===== src/rtl/qspi_txn_engine.sv =====
// qspi_txn_engine: runs QPI-mode read/write bursts on the shared QSPI Pmod
// (CS0 = flash, CS1 = PSRAM) on behalf of mem_ctrl. Each nibble takes two
// clocks: phase 0 drives IO with SCK low, phase 1 raises SCK for the device.
module qspi_txn_engine #(
  parameter int DATA_WIDTH   = 8,
  parameter int ADDR_BITS    = 24,
  parameter int DUMMY_CYCLES = 6
) (
  input  logic                  clock,
  input  logic                  reset,
  input  logic [ADDR_BITS:0]    addr_in,
  input  logic                  start_read,
  input  logic                  start_write,
  input  logic                  stall_txn,
  input  logic                  stop_txn,
  input  logic [DATA_WIDTH-1:0] data_in,
  output logic                  data_req,
  output logic [DATA_WIDTH-1:0] data_out,
  output logic                  data_ready,
  output logic                  busy,
  output logic                  spi_sck,
  output logic [1:0]            spi_cs_n,
  output logic [3:0]            spi_d_out,
  output logic [3:0]            spi_d_oe,
  input  logic [3:0]            spi_d_in
);

  localparam logic [7:0] CMD_READ   = 8'hEB;
  localparam logic [7:0] CMD_WRITE  = 8'h38;
  localparam logic [7:0] LAST_ADDR  = 8'(ADDR_BITS / 4 - 1);
  localparam logic [7:0] LAST_DUMMY = 8'(DUMMY_CYCLES - 1);

  typedef enum logic [2:0] {
    IDLE, CMD, ADDR, DUMMY, RD_DATA, WR_DATA, DESELECT
  } state_t;

  state_t               state;
  logic                 is_read;
  logic [ADDR_BITS-1:0] addr_sr;    // address, consumed MSB nibble first
  logic [3:0]           wr_lo;      // low nibble of the byte being written
  logic [3:0]           rd_hi;      // high nibble of the byte being read
  logic                 phase;      // 0: SCK low / drive, 1: SCK high / sample
  logic [7:0]           cnt;        // nibble (or SCK period) index within a state
  logic                 hold;       // parked at a byte boundary by stall_txn
  logic                 stop_flag;
  logic                 byte_done;
  logic                 at_boundary;
  logic [7:0]           cmd_byte;
  state_t               data_state;

  assign cmd_byte   = is_read ? CMD_READ : CMD_WRITE;
  assign data_state = is_read ? RD_DATA : WR_DATA;

  // Flag the last phase-1 cycle before a byte boundary (or a stalled boundary).
  always_comb begin
    // NOTE: default assigned first so every path writes it and no latch is inferred.
    byte_done = 1'b0;
    if (phase) begin
      case (state)
        ADDR:             byte_done = !is_read && (cnt == LAST_ADDR);
        DUMMY:            byte_done = (cnt == LAST_DUMMY);
        RD_DATA, WR_DATA: byte_done = (cnt == 8'd1);
        default:          byte_done = 1'b0;
      endcase
    end
    at_boundary = hold || byte_done;
  end

  // Transaction FSM with all bus and handshake outputs registered.
  always_ff @(posedge clock or posedge reset) begin
    if (reset) begin
      state      <= IDLE;
      is_read    <= 1'b0;
      addr_sr    <= '0;
      wr_lo      <= '0;
      rd_hi      <= '0;
      phase      <= 1'b0;
      cnt        <= '0;
      hold       <= 1'b0;
      stop_flag  <= 1'b0;
      data_req   <= 1'b0;
      data_out   <= '0;
      data_ready <= 1'b0;
      busy       <= 1'b0;
      spi_sck    <= 1'b0;
      spi_cs_n   <= 2'b11;
      spi_d_out  <= '0;
      spi_d_oe   <= '0;
    end else begin
      // NOTE: non-blocking throughout so every register sees pre-edge values.
      data_ready <= 1'b0;
      data_req   <= 1'b0;

      if (state == DESELECT)
        stop_flag <= 1'b0;
      else if (state != IDLE && stop_txn)
        stop_flag <= 1'b1;

      // Read capture happens at the end of phase 1, high nibble first.
      if (state == RD_DATA && phase) begin
        if (cnt == 8'd0) begin
          rd_hi <= spi_d_in;
        end else begin
          data_out   <= {rd_hi, spi_d_in};
          data_ready <= 1'b1;
        end
      end

      if (at_boundary) begin
        spi_sck <= 1'b0;
        phase   <= 1'b0;
        if (stop_flag || stop_txn) begin
          state     <= DESELECT;
          hold      <= 1'b0;
          cnt       <= '0;
          spi_cs_n  <= 2'b11;
          spi_d_oe  <= '0;
          spi_d_out <= '0;
        end else if (stall_txn) begin
          state <= data_state;
          hold  <= 1'b1;
        end else begin
          state <= data_state;
          hold  <= 1'b0;
          cnt   <= '0;
          if (is_read) begin
            spi_d_oe  <= '0;
            spi_d_out <= '0;
          end else begin
            wr_lo     <= data_in[3:0];
            data_req  <= 1'b1;
            spi_d_out <= data_in[DATA_WIDTH-1 -: 4];
            spi_d_oe  <= 4'hF;
          end
        end
      end else begin
        case (state)
          IDLE: begin
            if (start_read || (start_write && addr_in[ADDR_BITS])) begin
              state     <= CMD;
              is_read   <= start_read;
              addr_sr   <= addr_in[ADDR_BITS-1:0];
              busy      <= 1'b1;
              phase     <= 1'b0;
              cnt       <= '0;
              spi_sck   <= 1'b0;
              spi_cs_n  <= addr_in[ADDR_BITS] ? 2'b01 : 2'b10;
              spi_d_out <= start_read ? CMD_READ[7:4] : CMD_WRITE[7:4];
              spi_d_oe  <= 4'hF;
            end
          end
          DESELECT: begin
            if (cnt == 8'd1) begin
              state <= IDLE;
              busy  <= 1'b0;
              cnt   <= '0;
            end else begin
              cnt <= cnt + 8'd1;
            end
          end
          default: begin
            if (!phase) begin
              spi_sck <= 1'b1;
              phase   <= 1'b1;
            end else begin
              spi_sck <= 1'b0;
              phase   <= 1'b0;
              cnt     <= cnt + 8'd1;
              case (state)
                CMD: begin
                  if (cnt == 8'd0) begin
                    spi_d_out <= cmd_byte[3:0];
                  end else begin
                    state     <= ADDR;
                    cnt       <= '0;
                    spi_d_out <= addr_sr[ADDR_BITS-1 -: 4];
                  end
                end
                ADDR: begin
                  if (cnt == LAST_ADDR) begin
                    // Only reads get here; writes leave ADDR through a byte boundary.
                    state     <= DUMMY;
                    cnt       <= '0;
                    spi_d_oe  <= '0;
                    spi_d_out <= '0;
                  end else begin
                    spi_d_out <= addr_sr[ADDR_BITS-5 -: 4];
                    addr_sr   <= addr_sr << 4;
                  end
                end
                WR_DATA:  spi_d_out <= wr_lo;
                default:  ;
              endcase
            end
          end
        endcase
      end
    end
  end

endmodule


===== config.mk =====
export PLATFORM = sky130hd
export DESIGN_NAME = qspi_txn_engine
export DESIGN_NICKNAME = d
export VERILOG_FILES = /design/src/rtl/qspi_txn_engine.sv
export SDC_FILE = /design/constraint.sdc
export NUM_CORES = 1
export LEC_CHECK = 0
export CORE_ASPECT_RATIO = 0.8
export CORE_MARGIN = 4
export CORE_UTILIZATION = 55
export CTS_CLUSTER_DIAMETER = 200
export CTS_CLUSTER_SIZE = 8
export DETAILED_ROUTE_END_ITERATION = 12
export DONT_BUFFER_PORTS = 1
export PLACE_DENSITY_LB_ADDON = 0.25
export REMOVE_ABC_BUFFERS = 1
export SETUP_SLACK_MARGIN = 0.4
export SLEW_MARGIN = 10
export SYNTH_ARGS = -nofsm -noshare
export SYNTH_HDL_FRONTEND = slang
export SYNTH_SLANG_ARGS = --single-unit

===== constraint.sdc =====
create_clock -name clock -period 2.4 [get_ports clock]
set_input_delay 0.24 -clock clock [delete_from_list [all_inputs] [get_ports clock]]
set_output_delay 0.24 -clock clock [all_outputs]
set_load 0.005 [all_outputs]

==> key figures, run 1 <==
Timing
  • Final TNS setup: 0 ns
  • Min Tclk post-route: 2.20 ns
  • RSZ-0062 raised after global routing: yes
  • Achievable Freq: 454 MHz
  • Final Setup Violations: 0
  • Post-route clock period utilization: 91.8%
  • Worst clock skew: 0.00875 ns
  • Worst Max-Slew Pin Slew: 0.671 ns
  • Pins Over Slew Limit: 0
  • Final hold vios: 0
  • Slew Limit Headroom: 55.2%

Finish
  • Final Instance Area: 4230 µm²
  • ANT cells: 0
  • P&R area growth vs syn: 24.0%
  • Layout cells sized above 1: 28.4%
  • Fin nets: 449

Critical path
  • Startpoint types: flop
  • Ordered cell list for the critical path: inv_2 -> ha_2 -> nor4b_4 -> a41oi_4 -> nor2b_4 -> nor4_1 -> a21oi_1 -> buf_4 -> mux2_1
  • WP data arrival: 2.43 ns
  • Crit path largest cell delay: 0.40 ns
  • Slowest-stage cell, CP: dfrtp_1
  • CP Data Required Time: 2.62 ns
  • R2R Setup Slk: 0.20 ns
  • Worst setup EP type: flop
  • Max FO, Critical Path: 6
  • Delay-heaviest family, CP: simple AND/OR/NAND/NOR gates
  • WP buf/inv: 2
  • Setup CP Type: flop to flop

Yosys
  • Yosys cell types: 56
  • Simple-Gate Fraction of Synth Area: 21.3%
  • Ys flop type: dfrtp_1
  • EDFF count, synth: 0
  • Mux cell area share after synthesis: 7.81%
  • YS warnings: 0
  • Cell count after synthesis: 363
  • Async S/R FF share, synth: 100%
  • Post-synthesis xor/xnor area fraction: 0.770%
  • Synth Area in Adders: 1.83%
  • Compound-Gate Fraction of Synth Area: 15.2%
  • Cell type with the largest total area after synthesis: dfrtp_1
  • Register area share after synthesis: 47.8%
  • Top-area cell type share of the netlist area: 46.2%
  • Synth area leaders: dfrtp_1 (46%), nand2_1 (6.4%), mux2_2 (4.3%)
  • Avg Inst Size Synth: 9.40 µm²
  • Seq cells post-synth: 65
  • Mapped cell area: 3410 µm²
  • Main combinational cell family by area after synthesis: simple AND/OR/NAND/NOR gates

Die
  • Core area: 5970 µm²
  • Die Wd: 96.0 µm
  • I/O pin cnt: 65
  • Overall die area: 7530 µm²
  • Starting Density: 57.1%
  • # rows: 25
  • Height of the chip: 78.4 µm

Clock tree
  • CTS root buffer: clkbuf_8
  • CTS max path bufs: 2
  • CTS tree: built
  • Num CTS Buffers: 9
  • Worst-Skew Late Latency: 0.34 ns
  • Worst-path clk slew: 0.07 ns
  • Clk sinks: 65
  • CTS H-tree depth: 3

Global routing
  • Initial antenna violation count: 0
  • Total Routing Usage GR: 25.5%
  • Vias in the first global route: 2,848
  • Grt ovf: 0
  • Largest net degree at the start of global routing: 34
  • First-pass GRT wire length: 14,800 µm

Drt
  • Detailed-route via count: 2,935
  • Final antenna-violating net count: 0
  • Starting DRC count in detailed routing: 295
  • DR WL/cell: 18.2 µm
  • Residual DRC: 0
  • Final wirelength: 8860 µm
  • DR pass1 iterations: 6
  • Via density: 6.04

Pwr
  • VDD IR max: 0.000663 V
  • Leakage power: 1.81 nW
  • PD cells: 1330 nW/µm²

Status
  • Status: completed

Job
  • Max-Cap Viols: 0

Hold path
  • Hold Crit Class: primary input to flop

Place
  • DP HPWL: 5940 µm
  • Buffers on Ports: 0
  • Routability Congestion: 0.898
  • Placed cell area: 3610 µm²
report_power, final:
| group | internal (W) | total, W | switching (W) | leakage (nW) |
|---|---|---|---|---|
| Sequential | 0.00155 | 0.00193 | 0.000389 | 0.770 |
| Combinational | 0.00139 | 0.00274 | 0.00136 | 0.938 |
| Clock | 0.000506 | 0.000929 | 0.000423 | 0.0998 |
| Total | 0.00344 | 0.00561 | 0.00217 | 1.81 |
timing repair:
item / in CTS / in global routing
hold endpoints to repair: 32 / 0
pin swaps: 5 / 5
hold buffers: 2 / 0
gates resized for setup: 28 / 20
setup endpoints to repair: 60 / 58
gates cloned: 2 / 0
buffers inserted: 12 / 7
synthesized netlist by cell type (6+ instances only):
master    instances
mux2_1            8
buf_4             6
clkbuf_1          8
nor2_1           36
nand3_1          13
mux2_2           13
a21oi_1          22
inv_1            17
dfrtp_1          63
nand2_1          58
o21ai_0          15
a31oi_1          22
nor3_1            6
final cells by class:
cell class,instances,area [µm²]
Sequential cell,65,1630
Timing Repair Buffer,48,457
Clock buffer,11,141
Multi-Input combinational cell,260,1780
Fill cell,442,1750
Tap cell,81,101
Inverter,17,63.8
Clock inverter,4,52.6
metal layers:
layer  global-route usage [%]  wire length, µm  vias to the layer above
met5                        0                0                        -
met4                     6.25              172                        0
li1                         -                -                     1355
met1                     38.4             3980                     1406
met3                     7.95              835                       20
met2                     35.7             3870                      154
layout by cell type, fill, tap and decap left out, types with 3 or more instances in the layout:
| master | instances |
|---|---|
| dfrtp_1 | 60 |
| nand2_1 | 57 |
| buf_4 | 35 |
| nor2_1 | 33 |
| a21oi_1 | 20 |
| a31oi_1 | 19 |
| inv_1 | 14 |
| nand3_1 | 13 |
| mux2_2 | 12 |
| o21ai_0 | 11 |
| clkbuf_8 | 10 |
| o21ai_1 | 8 |
| mux2_1 | 8 |
| buf_6 | 7 |
| nor3_4 | 4 |
| nor3_1 | 4 |
| nand4_1 | 4 |
| o22ai_1 | 3 |
| nor2_4 | 3 |
| and3_1 | 3 |
| a31oi_2 | 3 |
| inv_2 | 3 |
| mux2i_1 | 3 |
| dfrtp_2 | 3 |
metrics by stage:
stage / hold slack (ns) / power, W / setup slack (ns) / instances / utilization [%]
2_1_floorplan: 0.318 / 0.00325 / -2.07 / 342 / -
3_3_place_gp: 0.259 / 0.00388 / 0.148 / 448 / 60.5
3_5_place_dp: 0.261 / 0.00394 / 0.0147 / 448 / 60.5
4_1_cts: 0.0230 / 0.00542 / 0.224 / 479 / 68.6
5_1_grt: 0.0140 / 0.00599 / 0.117 / 486 / 70.8
6_report: 0.0353 / 0.00561 / 0.197 / 486 / 70.8
registers in the layout, summed over array words and instances (netlist names), 2 cells and up:
signal     cells
spi_cs_n       2
rd_hi          4
addr_sr       24
state          3
spi_d_out      4
cnt            8
wr_lo          4
data_out       8
cells by family (layout without fill, tap and decap cells):
family | after synthesis | after routing
AOI/OAI and AO/OA | 82 | 82
buffers and inverters | 38 | 80
DFF | 65 | 65
and+or+nand+nor | 146 | 146
adders and majority gates | 5 | 5
xor gates and xnor gates | 3 | 3
muxes | 24 | 24
worst paths after layout:
kind                             from      endpoint  cells after the start
setup reg to reg               cnt[1]  spi_d_out[1]                      9
hold reg to reg              wr_lo[1]      wr_lo[1]                      1
setup / recovery               cnt[1]  spi_d_out[1]                      9
min in group asynchronous       reset      rd_hi[3]                      2
max in group asynchronous       reset   spi_cs_n[0]                      3
hold / removal             data_in[0]      wr_lo[0]                      1
worst register-to-register path: stages, from the launching register on:
cell	delay, ns
dfrtp_1	0.40
inv_2	0.10
ha_2	0.21
nor4b_4	0.27
a41oi_4	0.17
nor2b_4	0.23
nor4_1	0.08
a21oi_1	0.15
buf_4	0.16
mux2_1	0.32
(Power assumes the default switching activity.)
==> inputs of run 2 (changes only) <==
--- a/config.mk
+++ b/config.mk
@@ -15,7 +15,6 @@
 export PLACE_DENSITY_LB_ADDON = 0.25
 export REMOVE_ABC_BUFFERS = 1
 export SETUP_SLACK_MARGIN = 0.4
-export SLEW_MARGIN = 10
 export SYNTH_ARGS = -nofsm -noshare
 export SYNTH_HDL_FRONTEND = slang
 export SYNTH_SLANG_ARGS = --single-unit
==> results of run 2 <==
Same layout as run 1: the final DEF is identical, and so are final timing and power.
==> inputs of run 3 (changes only) <==
--- a/config.mk
+++ b/config.mk
@@ -7,7 +7,7 @@
 export LEC_CHECK = 0
 export CORE_ASPECT_RATIO = 0.8
 export CORE_MARGIN = 4
-export CORE_UTILIZATION = 55
+export CORE_UTILIZATION = 50
 export CTS_CLUSTER_DIAMETER = 200
 export CTS_CLUSTER_SIZE = 8
 export DETAILED_ROUTE_END_ITERATION = 12
==> constraint.sdc (replaced) <==
create_clock -name clock -period 2.4 [get_ports clock]
set_input_delay 0.24 -clock clock [delete_from_list [all_inputs] [get_ports clock]]
set_output_delay 0.24 -clock clock [all_outputs]
set_load 0.05 [all_outputs]
==> key figures, run 3 (synthesized netlist as in run 1, its figures left out) <==
Critical path
  • Ordered cell list for the critical path: buf_4 -> ha_2 -> nor4b_4 -> a41oi_2 -> nor2b_4 -> buf_12 -> buf_6 -> a21oi_4 -> buf_6 -> clkbuf_16 -> nor2_1 -> a31oi_1 (was inv_2 -> ha_2 -> nor4b_4 -> a41oi_4 -> nor2b_4 -> nor4_1 -> a21oi_1 -> buf_4 -> mux2_1)
  • Startpoint types: flop (unchanged)
  • Setup CP Type: flop to flop (unchanged)
  • Max FO, Critical Path: 12 (was 6)
  • WP data arrival: 2.53 ns (was 2.43 ns)
  • RR Startpoint: cnt[0] (was cnt[1])
  • Worst setup EP type: flop (unchanged)
  • Crit path largest cell delay: 0.39 ns (was 0.40 ns)
  • Slowest-stage cell, CP: dfrtp_1 (unchanged)
  • CP Data Required Time: 2.66 ns (was 2.62 ns)
  • Critical Path Start: cnt[0] (was cnt[1])
  • Most frequent CP cell: buf_6

Timing
  • Post-route clock period utilization: 94.5% (was 91.8%)
  • Worst clock skew: 0.00645 ns (was 0.00875 ns)
  • Slew Limit Headroom: 35.6% (was 55.2%)
  • Min Tclk post-route: 2.27 ns (was 2.20 ns)
  • RSZ-0062 raised after global routing: yes (unchanged)
  • Achievable Freq: 441 MHz (was 454 MHz)
  • Worst Max-Slew Pin Slew: 0.965 ns (was 0.671 ns)
  • Final Setup Violations: 0 (unchanged)
  • Final hold vios: 0 (unchanged)
  • Pins Over Slew Limit: 0 (unchanged)

Global routing
  • First-pass GRT wire length: 15,300 µm (was 14,800 µm)
  • Initial antenna violation count: 0 (unchanged)
  • Total Routing Usage GR: 24.3% (was 25.5%)
  • Vias in the first global route: 2,942 (was 2,848)
  • Grt ovf: 0 (unchanged)
  • Largest net degree at the start of global routing: 35 (was 34)

Finish
  • ANT cells: 0 (unchanged)
  • Filler cell count: 463 (was 442)
  • Max reg flops: 24 (unchanged)
  • Fin nets: 449 (unchanged)
  • Post-Route Utilization: 68.2% (was 70.8%)
  • P&R area growth vs syn: 30.1% (was 24.0%)
  • Layout cells sized above 1: 34.6% (was 28.4%)
  • Most frequent cells in the layout: dfrtp_1 (60), nand2_1 (55), nor2_1 (35) (was dfrtp_1 (60), nand2_1 (57), buf_4 (35))
  • Commonest non-fill, non-tap cell in the layout: dfrtp_1 (unchanged)
  • Multi-input logic area: 1880 µm² (was 1780 µm²)
  • Biggest regs: addr_sr x24, cnt x8, data_out x8 (unchanged)
  • Top reg by flops: addr_sr (unchanged)
  • Reg area: 1630 µm² (unchanged)

Clock tree
  • CTS H-tree depth: 3 (unchanged)
  • Worst-Skew Late Latency: 0.35 ns (was 0.34 ns)
  • CTS max path bufs: 2 (unchanged)
  • CTS tree: built (unchanged)
  • Num CTS Buffers: 9 (unchanged)
  • Worst-path clk slew: 0.07 ns (about the same)
  • CTS root buffer: clkbuf_8 (unchanged)
  • Clk sinks: 65 (unchanged)

Die
  • I/O pin cnt: 65 (unchanged)
  • Starting Density: 52.4% (was 57.1%)
  • Core area: 6510 µm² (was 5970 µm²)
  • Die Wd: 100 µm (was 96.0 µm)
  • Overall die area: 8220 µm² (was 7530 µm²)
  • Height of the chip: 81.9 µm (was 78.4 µm)
  • # rows: 26 (was 25)

Hold path
  • Hold Crit Class: primary input to flop (unchanged)
  • Hold_sp: addr_in[3] (was data_in[0])

Drt
  • Starting DRC count in detailed routing: 275 (was 295)
  • DR pass1 iterations: 5 (was 6)
  • Residual DRC: 0 (unchanged)
  • Via density: 6.21 (was 6.04)
  • Detailed-route via count: 3,037 (was 2,935)
  • DR WL/cell: 20.4 µm (was 18.2 µm)
  • Final antenna-violating net count: 0 (unchanged)
  • Final wirelength: 9990 µm (was 8860 µm)

Place
  • Routability Congestion: 0.911 (was 0.898)
  • Buffers on Ports: 0 (unchanged)
  • DP HPWL: 5760 µm (was 5940 µm)

Job
  • Max-Cap Viols: 0 (unchanged)

Pwr
  • PD cells: 1500 nW/µm² (was 1330 nW/µm²)
  • Pwr Total: 0.00665 W (was 0.00561 W)
  • VDD IR max: 0.00101 V (was 0.000663 V)
  • Leakage power: 1.87 nW (was 1.81 nW)

Status
  • Status: completed (unchanged)
-- run 3: path summary, 6_finish.rpt --
check                           cells after the start          end  slack, ns
worst min register to register                      1     rd_hi[1]       0.50
min in group asynchronous                           2     wr_lo[1]       0.49
worst min-delay path                                2   addr_sr[3]       0.03
worst max-delay path                               12  addr_sr[19]       0.13
max in group asynchronous                           3  spi_cs_n[1]       1.21
worst max register to register                     12  addr_sr[19]       0.13
-- run 3: cell type report --
type	instances	area share, %
inverters	17	1.49
repair buffers	48	12.6
well taps	84	2.37
multi-input cells	260	42.4
flip-flops and latches	65	36.8
clock buffers	10	3.10
clock inverters	5	1.27
-- run 3: critical path, delay by kind of cell (launching register included) --
kind / cells / cell delay [ns]
AOI/OAI and AO/OA: 3 / 0.63
adders and majority gates: 1 / 0.18
and+or+nand+nor: 3 / 0.25
buffers and inverters: 5 / 0.73
DFF: 1 / 0.39
-- run 3: power breakdown --
group / internal (W) / total, W / switching (W) / leakage, nW
logic: 0.00165 / 0.00326 / 0.00161 / 1.00
registers: 0.00154 / 0.00247 / 0.000931 / 0.770
clock network: 0.000500 / 0.000917 / 0.000418 / 0.0981
total: 0.00369 / 0.00665 / 0.00296 / 1.87
-- run 3: routing by layer --
| metal | vias up | GRT usage (%) | routed length (µm) |
|---|---|---|---|
| li1 | 1365 | - | - |
| met1 | 1471 | 34.6 | 4310 |
| met2 | 186 | 35.1 | 4410 |
| met3 | 15 | 7.89 | 1170 |
| met4 | 0 | 7.94 | 108 |
| met5 | - | 0 | 0 |
-- run 3: per-stage QoR --
| step | TNS [ns] | cell area, µm² | worst slack (ns) | hold WS (ns) | instances |
|---|---|---|---|---|---|
| after floorplan | -62.45 | 3290 | -2.07 | 0.318 | 342 |
| after global placement | 0 | 3600 | 0.128 | 0.287 | 445 |
| after detailed placement | 0 | 3600 | 0.0719 | 0.292 | 445 |
| after CTS | 0 | 4240 | 0.219 | 0.0309 | 479 |
| after global routing | 0 | 4440 | 0.0595 | 0.0135 | 489 |
| final | 0 | 4440 | 0.133 | 0.0282 | 489 |
-- run 3: repair_timing --
item                                    in CTS  in global routing
buffers inserted                            12                  9
endpoints found under the setup margin      58                 58
gates resized for setup                     46                 34
hold buffers                                 2                  0
gates cloned                                 5                  1
hold endpoints to repair                    34                  0
pin swaps                                   14                 20
